**src/rtl/sseg_mux.sv**
```systemverilog
// rtl/sseg_mux.sv - four-digit seven-segment scan multiplexer with frame-latched shadows
// Registered outputs follow counter/index state by one cycle; shadows update only at frame boundaries.
module sseg_mux #(
  parameter int unsigned REFRESH_MAX  = 49999,
  parameter int unsigned BLANK_CYCLES = 1000
) (
  input  logic       clk,
  input  logic       reset_n,
  input  logic       en,
  input  logic [7:0] dig_0,
  input  logic [7:0] dig_1,
  input  logic [7:0] dig_2,
  input  logic [7:0] dig_3,
  output logic [3:0] an,
  output logic [7:0] sseg,
  output logic       frame_start
);

  localparam logic [23:0] SLOT_LAST = 24'(REFRESH_MAX);
  localparam logic [23:0] BLANK_LEN = 24'(BLANK_CYCLES);

  logic [23:0] cnt_q, cnt_d;
  logic [1:0]  idx_q, idx_d;
  logic [7:0]  shadow_q [4];
  logic        load_d;
  logic [3:0]  an_d;
  logic [7:0]  sseg_d;
  logic        frame_start_d;
  logic        slot_end_w;
  logic        blank_w;

  assign slot_end_w = (cnt_q == SLOT_LAST);

  generate
    if (BLANK_CYCLES == 0) begin : g_no_blank
      assign blank_w = 1'b0;
    end else begin : g_blank
      assign blank_w = (cnt_q < BLANK_LEN);
    end
  endgenerate

  // Disabled: counters parked at zero, outputs dark, shadows track inputs live.
  always_comb begin
    cnt_d         = 24'd0;
    idx_d         = 2'd0;
    load_d        = 1'b1;
    an_d          = 4'b1111;
    sseg_d        = 8'hFF;
    frame_start_d = 1'b0;
    if (en) begin
      cnt_d         = slot_end_w ? 24'd0 : cnt_q + 24'd1;
      idx_d         = slot_end_w ? idx_q + 2'd1 : idx_q;
      load_d        = slot_end_w && (idx_q == 2'd3);
      frame_start_d = (cnt_q == 24'd0) && (idx_q == 2'd0);
      if (!blank_w) begin
        an_d[idx_q] = 1'b0;
        sseg_d      = shadow_q[idx_q];
      end
    end
  end

  always_ff @(posedge clk or negedge reset_n) begin
    if (!reset_n) begin
      cnt_q       <= 24'd0;
      idx_q       <= 2'd0;
      for (int i = 0; i < 4; i++) shadow_q[i] <= 8'hFF;
      an          <= 4'b1111;
      sseg        <= 8'hFF;
      frame_start <= 1'b0;
    end else begin
      cnt_q       <= cnt_d;
      idx_q       <= idx_d;
      if (load_d) begin
        shadow_q[0] <= dig_0;
        shadow_q[1] <= dig_1;
        shadow_q[2] <= dig_2;
        shadow_q[3] <= dig_3;
      end
      an          <= an_d;
      sseg        <= sseg_d;
      frame_start <= frame_start_d;
    end
  end

endmodule

```
**config.mk**
```make
export PLATFORM = sky130hd
export DESIGN_NAME = sseg_mux
export DESIGN_NICKNAME = d
export VERILOG_FILES = /design/src/rtl/sseg_mux.sv
export SDC_FILE = /design/constraint.sdc
export NUM_CORES = 1
export LEC_CHECK = 0
export CAP_MARGIN = 10
export CELL_PAD_IN_SITES_DETAIL_PLACEMENT = 1
export CELL_PAD_IN_SITES_GLOBAL_PLACEMENT = 1
export CORE_ASPECT_RATIO = 1.25
export CORE_MARGIN = 3
export CORE_UTILIZATION = 30
export DETAILED_ROUTE_END_ITERATION = 12
export PLACE_DENSITY_LB_ADDON = 0.1
export SYNTH_ARGS = -nofsm -noshare
export SYNTH_HDL_FRONTEND = slang
export SYNTH_SLANG_ARGS = --single-unit
```
**constraint.sdc**
```tcl
create_clock -name clk -period 3.2 [get_ports clk]
set_clock_uncertainty 0.2 [all_clocks]
set_input_delay 0.48 -clock clk [delete_from_list [all_inputs] [get_ports clk]]
set_output_delay 0.48 -clock clk [all_outputs]
set_load 0.05 [all_outputs]
```
==> reports/qor.yml <==
status: "completed"
endpoint: "shadow_q[14]"
switching_share: 0.217
comb_power_share: 0.088
relSlewSlack: 0.556
viasPerCell: 4.89
root_buffer: "clkbuf_16"
fp.dieW_um: 101
syn_to_final_growth_pct: 26.9
postCtsResizedCells: 0
nets: 354
gp_congestion: 0.749
syn_nets: 301
synth_seq_area_share: 0.536
cts_buffer_depth: 2
synthCells: 260
worstHoldPathType: "flop to flop"
tightest_slew_ns: 0.665
use_met3: 0.0384
switchingPower_w: 0.000471
cp_num_buf_inv: 1
crit_path_max_incr_delay_ns: 0.55
fin_util: 0.399
path_max_fanout: 32
worstSetupEndpointType: "flop"
drc: 0
drt-wirelength-per-cell_um: 17.2
initial_core_util: 0.314
r2r_slack_ns: 0.47
path_class: "flop to flop"
synth_seq_cells: 71
wl_um: 7730
use_met2: 0.213
cts_max_level: 3
drive_above_1_share: 0.346
cts_sinks: 71
postRouteAntennaNets: 0
use_met1: 0.172
p_clk_frac: 0.450
start_kind: "flop"
critical_path_arrival_ns: 2.79
hold_viol: 0
fin_crit_ns: 2.73
total_power_w: 0.00217
tns_ns: 0
antenna_found_initial: 0
ir_drop_mv: 0.215
worstSetupPathDepth: 5
cts_buffers: 9
synthDistinctLibCells: 37
busiest_layer: "met2"
ioPinCount: 48
die_h_um: 125
drv_slew: 0
cts_tree: "built"
reg2reg_from: "cnt_q[4]"
fmax_ghz: 0.367
grt_pass1_wl_um: 13100
final_common_cell: "clkdlybuf4s50_1"
clkTransAtPathRegs_ns: 0.06
num_antenna_cells: 0
maxCapViolations: 0
grtUsageTotal: 0.134
intPower_w: 0.00170
rsz0062_at_grt: "false"
vias: 2202
drtIter0Drc: 57
r2r_end: "shadow_q[14]"
ys.warnings.count: 0
fillCellCount: 1162
synthesis.area_sq_mm: 0.00342
critical_path_required_ns: 3.26
core_sq_mm: 0.0109
critPathSlowestCell: "or4_1"
power_frac_seq: 0.463
leakage_nw: 1.73
setup_viol: 0
clk-insertion-delay-late_ns: 0.33
dp_hpwl_um: 5280
fin_crit_sh: 0.852
cp_top_family: "simple AND/OR/NAND/NOR gates"
fp-row-count: 42
r2r_cells: 5
grt.overflow.total: 0
cp_cell_sequence: "or4b_1, or4_1, o31ai_4, buf_12, mux2_2"
postCtsSetupRepairBufs: 0
grt_max_degree: 72
layout_common_cells: "46 x clkdlybuf4s50_1, 44 x dfstp_2, 30 x mux2_4"
grt_pass1_vias: 2513
port_buffers: 47
first_pass_iters: 4
startpoint: "cnt_q[4]"
synth_area_per_cell_sq_um: 13.1
die_area_sq_mm: 0.0127
power.density_mw_per_mm2: 499
## worst min-delay path by stage
| stage | from | to | slack [ns] | cells past startpoint |
|---|---|---|---|---|
| floorplan | reset_n | cnt_q[0] | -0.02 | 0 |
| global placement | cnt_q[0] | cnt_q[0] | 0.30 | 1 |
| detailed placement | cnt_q[0] | cnt_q[0] | 0.31 | 1 |
| CTS | cnt_q[0] | cnt_q[0] | 0.31 | 1 |
| global route | cnt_q[0] | cnt_q[0] | 0.36 | 1 |
| finish | cnt_q[0] | cnt_q[0] | 0.31 | 1 |
## synthesized netlist by cell type (all sizes together)
master  instances  area, sq um
dfstp          44         1160
mux2           32          473
dfrtp          27          676
nor2           16         60.1
nand2          12         45.0
a21oi          10         50.1
nand4          10         62.6
buf             8         63.8
inv             8         30.0
mux4            8          180
nand2b          8         50.1
or4             8         60.1
nand3           7         35.0
o21ai           7         35.0
xor2            7         61.3
ha              6         75.1
o31ai           6         58.8
or3             6         38.8
nor4            5         31.3
xnor2           5         43.8
clkbuf          4         15.0
nor3            4         20.0
and3            3         18.8
and4            2         18.8
o21a            2         15.0
a21boi          1         7.51
and4b           1         10.0
nor2b           1         6.26
o41a            1         11.3
or4b            1         10.0
## cell families (layout without fill, tap and decap cells)
logic type | after synthesis | after routing | synth area share
DFF | 71 | 71 | 0.536
xor gates and xnor gates | 12 | 12 | 0.0307
adders and majority gates | 6 | 6 | 0.0220
and+or+nand+nor | 84 | 84 | 0.137
buffers and inverters | 20 | 78 | 0.0318
AOI/OAI and AO/OA | 27 | 27 | 0.0520
muxes | 40 | 40 | 0.191
## through the flow
step           setup WS, ns  hold WS, ns  std cells  cell area [sq um]
6_report              0.473        0.309        450               4340
5_1_grt               0.343        0.358        450               4340
4_1_cts               0.460        0.315        450               4340
3_5_place_dp          0.476        0.313        433               4040
3_3_place_gp          0.495        0.300        433               4040
2_1_floorplan         0.619      -0.0156        260               3420
## power by group through the flow
stage / clock network, W / logic [W] / registers (W)
CTS: 0.00101 / 0.000195 / 0.00100
floorplan: 0 / 0.000110 / 0.00101
global route: 0.00106 / 0.000207 / 0.00101
finish: 0.000974 / 0.000190 / 0.00100
detailed placement: 0 / 0.000194 / 0.00102
global placement: 0 / 0.000190 / 0.00102
## state kept, by name, summed over array words and instances, names as in the netlist
register     flops
sseg             8
cnt_q           24
frame_start      1
idx_q            2
shadow_q        32
an               4
## repair_timing
action                                 CTS  global route
hold buffers                             1             0
setup endpoints to repair                0             0
endpoints found under the hold margin   27             0
## area by class of cell
type                       instances  area (sq um)  area share
clock buffer                       9           225      0.0519
clock inverter                     7          63.8      0.0147
inverter                           8          30.0     0.00692
multi-input combinational        169          1480       0.341
sequential                        71          1830       0.422
tap                              132           165      0.0381
timing repair buffer              54           546       0.126
## layer usage
metal,part of all wire,wire (um)
met4,0.0078,60
met1,0.44,3390
met2,0.52,3990
met3,0.038,292
met5,0,0
Note: power is estimated with default switching activity, not from simulation.
==> RTL change: new RTL, config.mk and constraints unchanged <==
Register the output `an` once more; this adds one clock of latency there. The other outputs are not delayed to match.
--- a/src/rtl/sseg_mux.sv
+++ b/src/rtl/sseg_mux.sv
@@ -18,6 +18,8 @@
 
   localparam logic [23:0] SLOT_LAST = 24'(REFRESH_MAX);
   localparam logic [23:0] BLANK_LEN = 24'(BLANK_CYCLES);
+
+  logic [3:0] an_s0;
 
   logic [23:0] cnt_q, cnt_d;
   logic [1:0]  idx_q, idx_d;
@@ -64,7 +66,7 @@
       cnt_q       <= 24'd0;
       idx_q       <= 2'd0;
       for (int i = 0; i < 4; i++) shadow_q[i] <= 8'hFF;
-      an          <= 4'b1111;
+      an_s0       <= 4'b1111;
       sseg        <= 8'hFF;
       frame_start <= 1'b0;
     end else begin
@@ -76,11 +78,15 @@
         shadow_q[2] <= dig_2;
         shadow_q[3] <= dig_3;
       end
-      an          <= an_d;
+      an_s0       <= an_d;
       sseg        <= sseg_d;
       frame_start <= frame_start_d;
     end
   end
 
+  always_ff @(posedge clk) begin
+    an <= an_s0;
+  end
+
 endmodule
 
Function: no difference found for any inputs over 10 cycles, from zero or initial values and one cycle with reset_n low; that may be too few to reach the edited logic, so the function may still have changed.
==> RTL change against the unedited design <==
Area after synthesis rose by 2.3%. Worst setup slack lost 0.013 ns. Cell area increased by 1.6%. Critical path depth is the same. Largest cell class unchanged. Sequential cell count increased by 4. Routed wire length down 2.2%. Total power rose by 1.9%. First-iteration DRC count fell by 49%. Via count grew 3.3%.
==> RTL change: results (changes against the unedited design) <==
final non-filler cell total=457 (was 450); number of global-route vias before repair=2,531 (was 2,513); Via-to-Cell Ratio=4.98 (was 4.89); critical path class=reg2reg (unchanged); Compound-Gate Fraction of Synth Area=5.08% (was 5.20%); fraction of layout instances using a drive strength above 1=34.2% (was 34.6%); largest net degree at the start of global routing=72 (unchanged); final setup TNS=0 ns (unchanged); top post-synthesis cells by area=dfstp_2 33%, dfrtp_1 19%, mux2_4 13%, mux4_2 5.2%, dfxtp_1 2.3% (was dfstp_2 34%, dfrtp_1 20%, mux2_4 13%, mux4_2 5.3%, ha_1 2.2%); reg-to-reg critical path endpoint=shadow_q[18]$_DFFE_PN1P_ (was shadow_q[14]$_DFFE_PN1P_); Yosys warnings=0 (unchanged); filler instances=1,190 (was 1,162); Clk. pwr=970 µW (was 974 µW); outcome=completed (unchanged); Static Leak=1.74 nW (was 1.73 nW); internal power=1.72 mW (was 1.70 mW); power consumption=2.21 mW (was 2.17 mW); gpl congestion=0.742 (was 0.749); mux cell area share after synthesis=18.7% (was 19.1%); Syn Nets=305 (was 301); final hold slack=0.142 ns (was 0.309 ns); Synth Area in Adders=2.15% (was 2.20%); Max VDD drop=0.000203 V (was 0.000215 V); biggest regs=shadow_q (32), cnt_q (24), sseg (8) (unchanged); root buffer cell=clkbuf_16 (unchanged); Mapped Cells=264 (was 260); FF-to-FF path depth=5 (unchanged); placed cell count=441 (was 433); Clock transition at path regs=0.06 ns (about the same); detailed router's first-iteration violation count=29 (was 57); origin of the worst setup path=cnt_q[4]$_DFF_PN0_ (unchanged); comb pwr=188 µW; synth unique cells=38 (was 37); count of input and output buffers=47 (unchanged); Num CTS Buffers=9 (unchanged); Post-Synth XOR/XNOR Area=3.00% (was 3.07%); # diodes=0 (unchanged); placed cell areas=4120 µm² (was 4040 µm²); worst min-delay path class=in2async (was reg2reg); TritonRoute pass-1 iters=2 (was 4); Seq/Total Area, Yosys=54.6% (was 53.6%); clock period minus worst slack=2.74 ns (was 2.73 ns); Worst Path Max Fanout=32 (unchanged); asr flop ratio synth=94.7% (was 100%); final wirelength=7560 µm (was 7730 µm); first-pass GRT wire length=12,900 µm (was 13,100 µm); fin nets=358 (was 354); hpwl dp=5220 µm (was 5280 µm); Max-Slew Margin vs Limit=38.1% (was 55.6%); All-Layer GR Usage=12.9% (was 13.4%); WP data arrival=2.80 ns (was 2.79 ns)
[RTL change: cell count changes in the layout (fill, tap and decap cells not counted)]
cell / change
buf_12: -1
clkbuf_1: +1
clkbuf_16: +1
dfxtp_1: +4
dlygate4sd3_1: -1
clkinv_2: -4
bufinv_16: -1
buf_4: +2
clkinvlp_4: +2
inv_4: +1
[RTL change: layer usage]
layer	track usage [%]	wire length [µm]
met1	15.9	3320
met2	21.2	3830
met3	3.30	264
met4	5.56	140
met5	0	0
[RTL change: final cells by class]
| cell class | count | area [µm²] | share of cell area, % |
|---|---|---|---|
| Multi-Input combinational cell | 169 | 1480 | 33.5 |
| Inverter | 8 | 30.0 | 0.681 |
| Timing Repair Buffer | 54 | 531 | 12.0 |
| Sequential cell | 75 | 1910 | 43.4 |
| Clock buffer | 11 | 254 | 5.76 |
| Clock inverter | 5 | 35.0 | 0.795 |
| Tap cell | 135 | 169 | 3.83 |
